`src/rtl/scan_select_pkg.sv`:
```
// scan_select_pkg: shared types and constants for the scan_select slice.
// Holds the FSM state encoding, the index and request widths, and the
// pointer-advance helper used when a grant ends.
package scan_select_pkg;

  localparam int IDX_W   = 2;
  localparam int NUM_REQ = 4;

  // The ST_ prefix keeps the GUARD state name clear of the GUARD parameter.
  typedef enum logic [1:0] {
    ST_IDLE  = 2'd0,
    ST_GRANT = 2'd1,
    ST_GUARD = 2'd2
  } state_t;

  // Next search start after a grant: the index just served plus one,
  // wrapping 3 -> 0 through the natural 2-bit overflow.
  function automatic logic [IDX_W-1:0] idx_next(input logic [IDX_W-1:0] idx);
    return idx + 1'b1;
  endfunction

endpackage

```
`src/rtl/scan_select_if.sv`:
```
// scan_select_if: request/select bundle between the requesters and the
// select generator. The master side drives req; the slave side (scan_select)
// returns the decoder select pair a/b, the enable en, busy and tout.
interface scan_select_if;
  import scan_select_pkg::*;

  logic [NUM_REQ-1:0] req;
  logic               a;
  logic               b;
  logic               en;
  logic               busy;
  logic               tout;

  modport master (
    output req,
    input  a, b, en, busy, tout
  );

  modport slave (
    input  req,
    output a, b, en, busy, tout
  );

endinterface

```
`src/rtl/scan_select_rr_pick.sv`:
```
// rr_pick: combinational rotated-priority search. Looks at req starting at
// ptr and walking upward mod NUM_REQ; the first set bit wins. any flags that
// at least one request is present.
module rr_pick
  import scan_select_pkg::*;
(
  input  logic [NUM_REQ-1:0] req,
  input  logic [IDX_W-1:0]   ptr,
  output logic [IDX_W-1:0]   idx,
  output logic               any
);

  logic [IDX_W-1:0] cand;

  // Walk offsets from farthest to nearest so the nearest hit overwrites last.
  always_comb begin
    idx  = '0;
    any  = 1'b0;
    cand = '0;
    for (int k = NUM_REQ - 1; k >= 0; k--) begin
      cand = ptr + k[IDX_W-1:0];
      if (req[cand]) begin
        idx = cand;
        any = 1'b1;
      end
    end
  end

endmodule

```
`src/rtl/scan_select.sv`:
```
// scan_select: round-robin select source for the 2-to-4 decoder stage.
// Grants one of four level-sensitive requests, presents the winner as
// {a,b} with en high while the grant is held, and forces GUARD idle cycles
// with en low after each grant so decoder outputs never overlap.
// Optional feature macro: SCAN_SELECT_TIMEOUT_EN caps each grant at MAX_HOLD
// cycles and pulses tout when a grant is cut off.
module scan_select
  import scan_select_pkg::*;
#(
  parameter int GUARD    = 1,
  parameter int MAX_HOLD = 16
)(
  input  logic         clk,
  input  logic         rst_n,
  scan_select_if.slave bus
);

  localparam logic [3:0] GUARD_M1 = (GUARD > 0) ? 4'(GUARD - 1) : 4'd0;

  // Parameter legality is checked once at elaboration.
  if (GUARD < 0 || GUARD > 15) begin : g_bad_guard
    $error("scan_select: GUARD must be in 0..15");
  end
  if (MAX_HOLD < 1 || MAX_HOLD > 255) begin : g_bad_max_hold
    $error("scan_select: MAX_HOLD must be in 1..255");
  end

  state_t           state_q, state_d;
  logic [IDX_W-1:0] ab_q, ab_d;
  logic             en_q, en_d;
  logic [IDX_W-1:0] ptr_q, ptr_d;
  logic [3:0]       gcnt_q, gcnt_d;
  logic             busy_q;
  logic [IDX_W-1:0] pick_idx;
  logic             pick_any;
  logic             cur_req;
  logic             cut_off;

`ifdef SCAN_SELECT_TIMEOUT_EN
  localparam logic [7:0] MAX_HOLD_M1 = 8'(MAX_HOLD - 1);
  logic [7:0] hold_q, hold_d;
  logic       tout_q, tout_d;
`endif

  rr_pick u_pick (
    .req (bus.req),
    .ptr (ptr_q),
    .idx (pick_idx),
    .any (pick_any)
  );

  // The request of the index currently held; its drop ends the grant.
  assign cur_req = bus.req[ab_q];

`ifdef SCAN_SELECT_TIMEOUT_EN
  // hold_q counts completed GRANT cycles, so MAX_HOLD-1 marks the last one.
  assign cut_off = (hold_q == MAX_HOLD_M1);
`else
  assign cut_off = 1'b0;
`endif

  // Next-state and next-output decision; everything holds unless changed.
  always_comb begin
    state_d = state_q;
    ab_d    = ab_q;
    en_d    = en_q;
    ptr_d   = ptr_q;
    gcnt_d  = gcnt_q;
`ifdef SCAN_SELECT_TIMEOUT_EN
    hold_d  = hold_q;
    tout_d  = 1'b0;
`endif
    unique case (state_q)
      ST_IDLE: begin
        if (pick_any) begin
          state_d = ST_GRANT;
          ab_d    = pick_idx;
          en_d    = 1'b1;
`ifdef SCAN_SELECT_TIMEOUT_EN
          hold_d  = '0;
`endif
        end
      end
      ST_GRANT: begin
        if (!cur_req || cut_off) begin
          // Release and timeout end identically; {a,b} stays frozen.
          en_d  = 1'b0;
          ptr_d = idx_next(ab_q);
`ifdef SCAN_SELECT_TIMEOUT_EN
          tout_d = cur_req;
`endif
          if (GUARD > 0) begin
            state_d = ST_GUARD;
            gcnt_d  = GUARD_M1;
          end else begin
            state_d = ST_IDLE;
          end
        end else begin
`ifdef SCAN_SELECT_TIMEOUT_EN
          hold_d = hold_q + 8'd1;
`endif
        end
      end
      ST_GUARD: begin
        if (gcnt_q == 4'd0) begin
          state_d = ST_IDLE;
        end else begin
          gcnt_d = gcnt_q - 4'd1;
        end
      end
      default: begin
        state_d = ST_IDLE;
        en_d    = 1'b0;
      end
    endcase
  end

  // State, counters and output registers; reset wins from any state.
  always_ff @(posedge clk) begin
    if (!rst_n) begin
      state_q <= ST_IDLE;
      ab_q    <= '0;
      en_q    <= 1'b0;
      ptr_q   <= '0;
      gcnt_q  <= '0;
      busy_q  <= 1'b0;
`ifdef SCAN_SELECT_TIMEOUT_EN
      hold_q  <= '0;
      tout_q  <= 1'b0;
`endif
    end else begin
      state_q <= state_d;
      ab_q    <= ab_d;
      en_q    <= en_d;
      ptr_q   <= ptr_d;
      gcnt_q  <= gcnt_d;
      busy_q  <= (state_d != ST_IDLE);
`ifdef SCAN_SELECT_TIMEOUT_EN
      hold_q  <= hold_d;
      tout_q  <= tout_d;
`endif
    end
  end

  assign bus.a    = ab_q[1];
  assign bus.b    = ab_q[0];
  assign bus.en   = en_q;
  assign bus.busy = busy_q;
`ifdef SCAN_SELECT_TIMEOUT_EN
  assign bus.tout = tout_q;
`else
  assign bus.tout = 1'b0;
`endif

endmodule

```
`src/flat_wrapper.sv`:
```
// flat-port wrapper written by rule: the top's interface ports become plain ports
module scan_select_flat import scan_select_pkg::*;
#(
  parameter int GUARD    = 1,
  parameter int MAX_HOLD = 16
)
  (clk, rst_n, bus_req, bus_a, bus_b, bus_en, bus_busy, bus_tout);
  scan_select_if bus_i ();
  input  logic clk;
  input  logic rst_n;
  input wire logic [$bits(bus_i.req)-1:0] bus_req;
  output wire logic [$bits(bus_i.a)-1:0] bus_a;
  output wire logic [$bits(bus_i.b)-1:0] bus_b;
  output wire logic [$bits(bus_i.en)-1:0] bus_en;
  output wire logic [$bits(bus_i.busy)-1:0] bus_busy;
  output wire logic [$bits(bus_i.tout)-1:0] bus_tout;
  assign bus_i.req = bus_req;
  assign bus_a = bus_i.a;
  assign bus_b = bus_i.b;
  assign bus_en = bus_i.en;
  assign bus_busy = bus_i.busy;
  assign bus_tout = bus_i.tout;
  scan_select #(.GUARD(GUARD), .MAX_HOLD(MAX_HOLD)) u_core (.clk(clk), .rst_n(rst_n), .bus(bus_i));
endmodule
```
`config.mk`:
```
export PLATFORM = sky130hd
export DESIGN_NAME = scan_select_flat
export DESIGN_NICKNAME = d
export VERILOG_FILES = /design/src/rtl/scan_select_pkg.sv /design/src/rtl/scan_select_if.sv /design/src/rtl/scan_select_rr_pick.sv /design/src/rtl/scan_select.sv /design/src/flat_wrapper.sv
export SDC_FILE = /design/constraint.sdc
export NUM_CORES = 1
export LEC_CHECK = 0
export BUFFER_PORTS_ARGS = -buffer_cell sky130_fd_sc_hd__buf_2
export CAP_MARGIN = 20
export CORE_MARGIN = 5
export CORE_UTILIZATION = 45
export CTS_CLUSTER_SIZE = 28
export DETAILED_ROUTE_END_ITERATION = 12
export GPL_TIMING_DRIVEN = 0
export PLACE_DENSITY = 0.68
export SYNTH_ARGS = -nofsm -noshare
export SYNTH_HDL_FRONTEND = slang
export SYNTH_HIERARCHICAL = 1
export SYNTH_SLANG_ARGS = --single-unit
```
`constraint.sdc`:
```
create_clock -name clk -period 1.3 [get_ports clk]
set_input_delay 0.065 -clock clk [delete_from_list [all_inputs] [get_ports clk]]
set_output_delay 0.065 -clock clk [all_outputs]
set_load 0.01 [all_outputs]
```
=== After elaboration in Yosys (flattened, before gate mapping) ===
Index checks and enable logic that the tools add are counted.

* Register bits: 12
* Input port bits: 6
* Output and inout port bits: 5
* Logic and storage cells: 59

* $add $sub $neg: 5
* Order comparisons: 5
* Equal/unequal tests: 5
* Mux-type cells: 28
* Bitwise gates (word level): 2
* Reductions and logical operators: 8

{| class="wikitable"
|+ Operator list
! kind !! count
|-
| 2-bit by 3-bit < comparator with 1-bit output, second input constant || 5
|-
| 2-bit 2-to-1 mux || 7
|-
| 1-bit 2-to-1 mux || 11
|-
| 1-bit binary-select mux with 2-bit select || 5
|-
| 4-bit 2-to-1 mux || 2
|-
| 4-bit one-hot mux with 2 select lines || 1
|-
| 2-bit one-hot mux with 3 select lines || 1
|-
| 3-bit AND reduction || 2
|-
| 2-bit by 1-bit adder with 2-bit output, second input constant || 2
|-
| 2-bit adder, second input constant || 2
|-
| 4-bit zero test || 1
|-
| 2-bit inequality test, second input constant || 2
|-
| 2-bit AND reduction || 2
|-
| 2-bit nonzero test || 2
|-
| 4-bit by 1-bit subtractor with 4-bit output, second input constant || 1
|-
| 1-bit one-hot mux with 3 select lines || 1
|-
| 2-bit by 1-bit equality test with 1-bit output, second input constant || 1
|-
| 2-bit equality test, second input constant || 1
|-
| 2-bit zero test || 1
|-
| 2-bit by 1-bit inequality test with 1-bit output, second input constant || 1
|-
| 1-bit inverter || 2
|}

=== Depth between registers and ports, before layout ===
Gate-level depths: netlist of the first run.

* Depth in word-level cells: 10
* Depth in mapped cells: 5
* Gate-level depth less buffers: 5

=== Hierarchy ===
Netlist of the first run, hierarchy kept.

{| class="wikitable"
|+ By module, submodules not included
! module !! instances !! cells an instance !! area an instance (um^2) !! seq. area each (um^2)
|-
| scan_select || 1 || 64 || 620.6 || 240.2
|-
| rr_pick || 1 || 13 || 77.6 || 0.0
|}

=== Worst setup path after synthesis of the first run ===
Ideal clock, no wire load.

* Kind: reg-to-reg
* Start point: register u_core.ab_q[0]
* End point: register u_core.gcnt_q[1]
* Library setup time: 0.116 ns
* Data arrival time: 1.344 ns
* Required time: 1.184 ns
* Path slack: -0.160 ns
* Stages on the path, launching flop included: 5
* Path buffers: 1
* Period minus slack after synthesis: 1.460 ns
* Cells stage by stage: dfxtp_1 -> buf_6 -> mux2_1 -> o22a_4 -> a41o_1

* Cells in the longest elaborated chain, start to end: 4

{| class="wikitable"
|+ RTL lines
! item !! line !! text
|-
| from (decl) || scan_select.sv:29 || <nowiki>logic [IDX_W-1:0] ab_q, ab_d;</nowiki>
|-
| from (signal assigned) || scan_select.sv:122 || <nowiki>ab_q <= '0;</nowiki>
|-
| from (signal assigned) || scan_select.sv:133 || <nowiki>ab_q <= ab_d;</nowiki>
|-
| 1-bit binary-select mux with 2-bit select || scan_select.sv:53 || <nowiki>assign cur_req = bus.req[ab_q];</nowiki>
|-
| 1-bit 2-to-1 mux (implied by the code) || scan_select.sv:53 ||
|-
| 2-bit inequality test (no source line) || n/a ||
|-
| 3-bit AND reduction (no source line) || n/a ||
|-
| to (signal assigned) || scan_select.sv:136 || <nowiki>gcnt_q <= gcnt_d;</nowiki>
|-
| to (decl) || scan_select.sv:32 || <nowiki>logic [3:0] gcnt_q, gcnt_d;</nowiki>
|}

No other way between the ends. The select of a mux whose other input is x is not followed.
A chain may end at the register's enable or synchronous reset.

=== Final worst setup path of the first run ===
* Start point: register u_core.state_q[1]
* End point: register u_core.state_q[1]

* Cells in the longest elaborated chain, start to end: 2
* Elaborated cells on any way between the ends: 7
* Classes of those cells: 2 x eq/ne; 4 x mux; 1 x reduce/logical

{| class="wikitable"
|+ RTL lines
! item !! line !! text
|-
| from (decl) || scan_select.sv:28 || <nowiki>state_t state_q, state_d;</nowiki>
|-
| from (signal assigned) || scan_select.sv:132 || <nowiki>state_q <= state_d;</nowiki>
|-
| 2-bit equality test (tied with other cells) || scan_select.sv:73 || <nowiki>unique case (state_q)</nowiki>
|-
| 2-bit one-hot mux with 3 select lines (*) || scan_select.sv:73 ||
|}

Every way passes the cells marked *; elsewhere a longest branch is shown, timed or not.

==> summary.txt, run 1 <==
Synth
  – Syn_nets: 84
  – Post-synth EDFFs: 0
  – Post-synth top cells: dfxtp_1, a21oi_1, mux2i_1, nor2_1
  – Synth area leaders: dfxtp_1, mux2i_1, a21oi_1
  – Synth Area in Simple Gates: 23.5%
  – YS warnings: 6
  – Synth area leader: dfxtp_1
  – Post-synthesis xor/xnor area fraction: 1.25%
  – Synthesized area: about 700 sq um
  – Post-synth cell types: 31
  – FFs w/ async S/R, synth: 0%
  – Multiplexer share of the synthesized area: 15.1%
  – Synth Flop Type: dfxtp_1
  – Yosys top cell area share: between 30% and 40%
  – #FFs+latches synth: 12
  – Post-synthesis compound-gate area fraction: between 10% and 20%
  – Largest family of logic cells by synthesized area: simple AND/OR/NAND/NOR gates
  – Synthesized instance count: 77
  – Seq/Total Area, Yosys: 34.4%
  – Adder-cell share of the synthesized area: between 1.5 and 2%
  – Most instantiated library cell after synthesis: dfxtp_1
  – Average cell area after synthesis: 9.07 sq um

Finish
  – P&R area growth vs syn: 26.5%
  – Cell Count, Final, Fillers Out: 107
  – Area of the multi-input gates: 490 sq um
  – Post-route cell area: 883 sq um
  – Layout cells sized above 1: roughly 44%
  – Ant. Diodes: 0
  – Final Net Count: 100
  – FILL cells: 131
  – Area occupied by registers: 250 sq um

Worst setup path
  – CP max FO: 7
  – Worst Reg2Reg Path Length in Cells: 3
  – Crit. End Element: flop
  – Setup crit start kind: flop
  – Crit path arrival time: 1510 ps
  – Crit path kind: reg -> reg
  – Critical Path RT: 1490 ps

Floorplanning
  – # rows: 14
  – Total Die Area: approximately 2400 sq um
  – DIE HEIGHT: 49.4 um
  – Starting Density: between 40% and 50%
  – Die Span X: just under 50 um
  – Core Area: ~1500 sq um
  – Io pins: 11

Power and ir drop
  – Comb power frac: between 20% and 30%
  – Max rail drop VDD: roughly 0.67 mV
  – Sw Pwr: 250 uW
  – Tot Pwr: 861 uW
  – Clock power frac: 26.5%
  – Static Leak: 0.368 nW
  – Switching fraction of total power: 29.0%
  – Pint: roughly 610 uW
  – Reg power frac: roughly half
  – Pwr Density: slightly below 1000 nW/um^2

Job
  – Max cap viols: 0

Route
  – Final WL: 1510 um
  – Vias: 614
  – DRC Markers: 0
  – Iteration-0 DRC count of the detailed router: 7
  – DR pass1 iterations: 4
  – DR vias/cell: 5.74
  – DR WL/cell: 14.1 um
  – Routed Antenna Nets: 0

Clock network
  – Worst-Skew Late Latency: 270 ps
  – CTS H-tree lvls: 1
  – Hold_buf cts: 0
  – Clock buffer count from CTS: 3
  – Root Buffer: clkbuf_4
  – CTS tree: built
  – Maximum root-to-sink buffer count: 2
  – Reg clk slew, reported paths: 70 ps
  – Clock Sinks: 12

Placed design
  – Placed standard-cell area: 773 sq um
  – Buffers on Ports: 8
  – Half-perimeter wire length after placement: 961 um
  – Dpl cells: 101
  – GP Congestion: 0.797

Timing
  – Fin. max-slew vios: 0
  – Setup TNS: -85.3 ps
  – Final period util: 102%
  – RSZ-0062 raised after global routing: true
  – Setup Skew: 1.10 ps
  – Fmax: 755 MHz
  – # setup viols final: 4
  – Final Hold Fails: 0
  – WHS: between 150 and 200 ps
  – Final Worst Setup Slack: -24.6 ps
  – Minimum clock period after layout: 1320 ps

Global route
  – Vias in the first global route: slightly below 600
  – Initial antenna violation count: 0
  – First-pass GRT wire length: about 2500 um
  – Largest net degree at the start of global routing: 9
  – GR Util All Layers: 13.3%
  – Gr ovfl total: 0

Worst hold path
  – Hold depth: 3
  – Min-Delay Path Class: in -> reg

Status
  – Status: finished, violations left
  – Failing checks: negative setup slack
-- layer usage --
metal / up-vias / track usage [%] / share of wire [%]
li1: 310 / - / -
met1: 288 / 16.5 / 46
met2: 10 / 18.7 / 47
met3: 6 / 2.75 / 3.1
met4: 0 / 12.7 / 4.0
met5: - / 0 / 0
-- timing repair --
action | in CTS | in global routing
setup endpoints to repair | 6 | 9
buffers inserted | 2 | 1
gates resized for setup | 8 | 11
pin swaps | 2 | 2
-- power groups by stage --
stage | sequential (mW) | combinational [mW] | clock (mW)
2_1_floorplan | 0.430 | 0.135 | 0
3_3_place_gp | 0.429 | 0.182 | 0
3_5_place_dp | 0.429 | 0.184 | 0
4_1_cts | 0.422 | 0.193 | 0.234
5_1_grt | 0.430 | 0.229 | 0.258
6_report | 0.424 | 0.209 | 0.228
-- worst max-delay path, stage by stage, from the launching register on --
cell	delay, ps
dfxtp_1	390
or3b_4	410
o22a_4	240
a21oi_1	200
-- flip-flops by register name, summed over array words and instances (netlist names) --
name             count
u_core/gcnt_q        4
u_core/ab_q          2
u_core/ptr_q         2
u_core/state_q       2
u_core/bus.busy      1
u_core/bus.en        1
-- layout make-up --
class                   count  area share (%)
multi-input cells          58            55.5
flip-flops and latches     12            28.3
repair buffers             11            7.08
clock buffers               3            2.55
plain buffers               3            2.55
well taps                  16            2.27
inverters                   4            1.70
-- cells by family (layout without fill, tap and decap cells) --
logic type / after synthesis / in the layout
DFF: 12 / 12
adders and majority gates: 1 / 1
buffers and inverters: 7 / 21
AOI/OAI and AO/OA: 17 / 17
and+or+nand+nor: 29 / 29
other: 1 / 1
xor gates and xnor gates: 1 / 1
muxes: 9 / 9
-- worst paths after layout --
check                           slack (ps)           endpoint               from
worst min-delay path                   170    u_core/ptr_q[1]              rst_n
worst min register to register         510    u_core/ptr_q[0]    u_core/ptr_q[0]
worst max-delay path                   -20  u_core/state_q[1]  u_core/state_q[1]
worst max register to register         -20  u_core/state_q[1]  u_core/state_q[1]
-- placed cells by master, fill, tap and decap left out, drive strengths merged, types with 2 or more instances in the layout --
cell,n
mux2,2
a211oi,3
o21ai,2
dfxtp,12
a41o,2
a21oi,7
or3,2
inv,4
clkbuf,4
nor3b,3
buf,13
nand2,5
nor2,6
mux2i,6
nand3b,3
nand2b,5
-- stage by stage --
stage / util [%] / setup WS (ps)
2_1_floorplan: - / -11.0
3_5_place_dp: 51.9 / -76.6
6_report: 59.3 / -24.6
5_1_grt: 59.3 / -90.3
4_1_cts: 55.8 / -1.82
3_3_place_gp: 51.9 / -82.9
(Power assumes the default switching activity.)
==> inputs of run 2 (changes only) <==
--- a/config.mk
+++ b/config.mk
@@ -12,7 +12,7 @@
 export CTS_CLUSTER_SIZE = 28
 export DETAILED_ROUTE_END_ITERATION = 12
 export GPL_TIMING_DRIVEN = 0
-export PLACE_DENSITY = 0.68
+export PLACE_DENSITY = 0.66
 export SYNTH_ARGS = -nofsm -noshare
 export SYNTH_HDL_FRONTEND = slang
 export SYNTH_HIERARCHICAL = 1
==> constraint.sdc (replaced) <==
create_clock -name clk -period 1.5 [get_ports clk]
set_input_delay 0.075 -clock clk [delete_from_list [all_inputs] [get_ports clk]]
set_output_delay 0.075 -clock clk [all_outputs]
set_load 0.01 [all_outputs]
==> run 2 against run 1 <==
  * The run now ends clean
  * Via count shrank 4.7%
  * Power fell by 10%
  * Non-clock buffer count is 3 lower
  * Sequential cell count did not move
  * Clock skew is 2.5 ps higher
  * Design area shrank 8.6%
  * Cell count down 1.9%
  * Routed wire length fell by 14%
  * Worst hold slack worse by 11 ps
  * Largest cell class unchanged
==> summary.txt, run 2 (synthesis gave the netlist of run 1 again) <==
Status
  – Status: complete, no violations

Finish
  – Post-route cell area: 807 sq um (-8.6%)
  – Ant. Diodes: 0 (unchanged)
  – P&R area growth vs syn: 15.6%
  – Most frequent cells in the layout: buf_2, dfxtp_1, a21oi_1, mux2i_1, nor2_1
  – Largest Register: u_core/gcnt_q
  – Max FFs per register: 4 (unchanged)
  – Final Net Count: 97 (-3.0%)
  – Layout cells sized above 1: 29.2% (-15 points)

Placed design
  – Half-perimeter wire length after placement: 966 um (+0.52%)
  – Pre-CTS setup slack: 47.6 ps (+124 ps)
  – Placed standard-cell area: 758 sq um (-1.9%)
  – GP Congestion: 0.723 (-9.3%)
  – Buffers on Ports: 8 (unchanged)

Worst setup path
  – Worst path slowest cell: mux2_2
  – Setup crit start kind: flop
  – CP peak stage delay: 350 ps (-60 ps)
  – Crit path arrival time: 1590 ps (+80 ps)
  – Crit. End Element: flop
  – CP max FO: 6 (-1)
  – Critical Path RT: 1660 ps (+170 ps)
  – Cell-by-cell trace of the critical path: buf_6, mux2_2, o22a_4, a41o_1
  – Crit path kind: reg -> reg

Power and ir drop
  – Sw Pwr: 206 uW (-18%)
  – Comb power frac: 20.2% (-4.0 points)
  – Clock power frac: 32.6% (+6.1 points)
  – Reg power frac: 47.2% (-2.0 points)
  – Max rail drop VDD: 0.507 mV (-24%)
  – Pint: 569 uW (-6.9%)
  – Pwr Density: 960 nW/um^2 (-1.5%)
  – Switching fraction of total power: 26.6% (-2.5 points)
  – Tot Pwr: 775 uW (-10%)
  – Static Leak: 0.340 nW (-7.7%)

Floorplanning
  – Die Span X: 49.4 um (unchanged)
  – Io pins: 11 (unchanged)
  – Total Die Area: 2440 sq um (unchanged)
  – # rows: 14 (unchanged)
  – DIE HEIGHT: 49.4 um (unchanged)
  – Starting Density: 46.9% (unchanged)
  – Core Area: 1490 sq um (unchanged)

Clock network
  – Worst-Skew Late Latency: 270 ps (about the same)
  – Hold_buf cts: 0 (unchanged)
  – Root Buffer: clkbuf_4
  – Clock Sinks: 12 (unchanged)
  – Setup Buffers After CTS: 0 (-2)
  – Cts repair resizes: 0 (-8)
  – Reg clk slew, reported paths: 80 ps (about the same)
  – CTS H-tree lvls: 1 (unchanged)
  – Maximum root-to-sink buffer count: 2 (unchanged)
  – CTS tree: built
  – Clock buffer count from CTS: 3 (unchanged)

Global route
  – Vias in the first global route: 531 (-8.0%)
  – Largest net degree at the start of global routing: 9 (unchanged)
  – First-pass GRT wire length: 2260 um (-9.2%)
  – GR Util All Layers: 11.9% (-1.4 points)
  – Initial antenna violation count: 0 (unchanged)
  – Gr ovfl total: 0 (unchanged)

Job
  – Max cap viols: 0 (unchanged)

Timing
  – Setup Skew: 3.59 ps (+2.49 ps)
  – Fin. max-slew vios: 0 (unchanged)
  – # setup viols final: 0 (-4)
  – Minimum clock period after layout: 1430 ps (+107 ps)
  – Setup TNS: 0 ps (+85.3 ps)
  – Final period util: 95.5% (-6.4 points)
  – Final Hold Fails: 0 (unchanged)
  – RSZ-0062 raised after global routing: false
  – Fmax: 698 MHz (-7.5%)
  – Final Worst Setup Slack: 68.0 ps (+92.6 ps)
  – WHS: 161 ps (-11.1 ps)

Route
  – Vias: 585 (-4.7%)
  – DR vias/cell: 5.57 (-2.9%)
  – Iteration-0 DRC count of the detailed router: 13 (+6)
  – DR WL/cell: 12.4 um (-12%)
  – DR pass1 iterations: 3 (-1)
  – Routed Antenna Nets: 0 (unchanged)
  – Final WL: 1300 um (-14%)
  – DRC Markers: 0 (unchanged)

Worst hold path
  – Min-Delay Path Class: in -> reg
-- run 2: critical path: cells and delay by family, from the launching register on --
family                 cells  cell delay [ps]
multiplexers               1              350
AO/OA/AOI/OAI              2              520
flip-flops                 1              330
buffers and inverters      1              120
-- run 2: layer usage --
metal / routed length (um) / GRT usage [%] / share of wire, % / vias to the layer above
li1: - / - / - / 304
met1: 648 / 15.7 / 50 / 267
met2: 559 / 16.3 / 43 / 10
met3: 68 / 5.50 / 5.2 / 4
met4: 23 / 5.24 / 1.8 / 0
met5: 0 / 0 / 0 / -
-- run 2: layout make-up --
type | count | area [sq um]
clock buffer | 4 | 36.3
fill | 132 | 682
sequential | 12 | 245
timing repair buffer | 8 | 40.0
tap | 16 | 20.0
multi-input combinational | 58 | 428
buffer | 3 | 22.5
inverter | 4 | 15.0
-- run 2: power by group through the flow --
stage / clock network, mW / registers (mW) / logic [mW]
floorplan: 0 / 0.372 / 0.114
global placement: 0 / 0.370 / 0.153
detailed placement: 0 / 0.372 / 0.156
CTS: 0.264 / 0.364 / 0.156
global route: 0.276 / 0.371 / 0.175
finish: 0.252 / 0.366 / 0.157
-- run 2: stage by stage --
step / cells / utilization (%)
after floorplan: 77 / -
after global placement: 101 / 50.9
after detailed placement: 101 / 50.9
after CTS: 105 / 53.4
after global routing: 105 / 54.2
final: 105 / 54.2
-- run 2: worst paths after layout --
kind                     from               end  slack (ps)  depth (start not counted)
max            u_core/ab_q[0]  u_core/gcnt_q[1]          70                          4
min                     rst_n   u_core/ptr_q[1]         160                          3
max reg2reg    u_core/ab_q[0]  u_core/gcnt_q[1]          70                          4
min reg2reg  u_core/gcnt_q[0]  u_core/gcnt_q[0]         510                          2
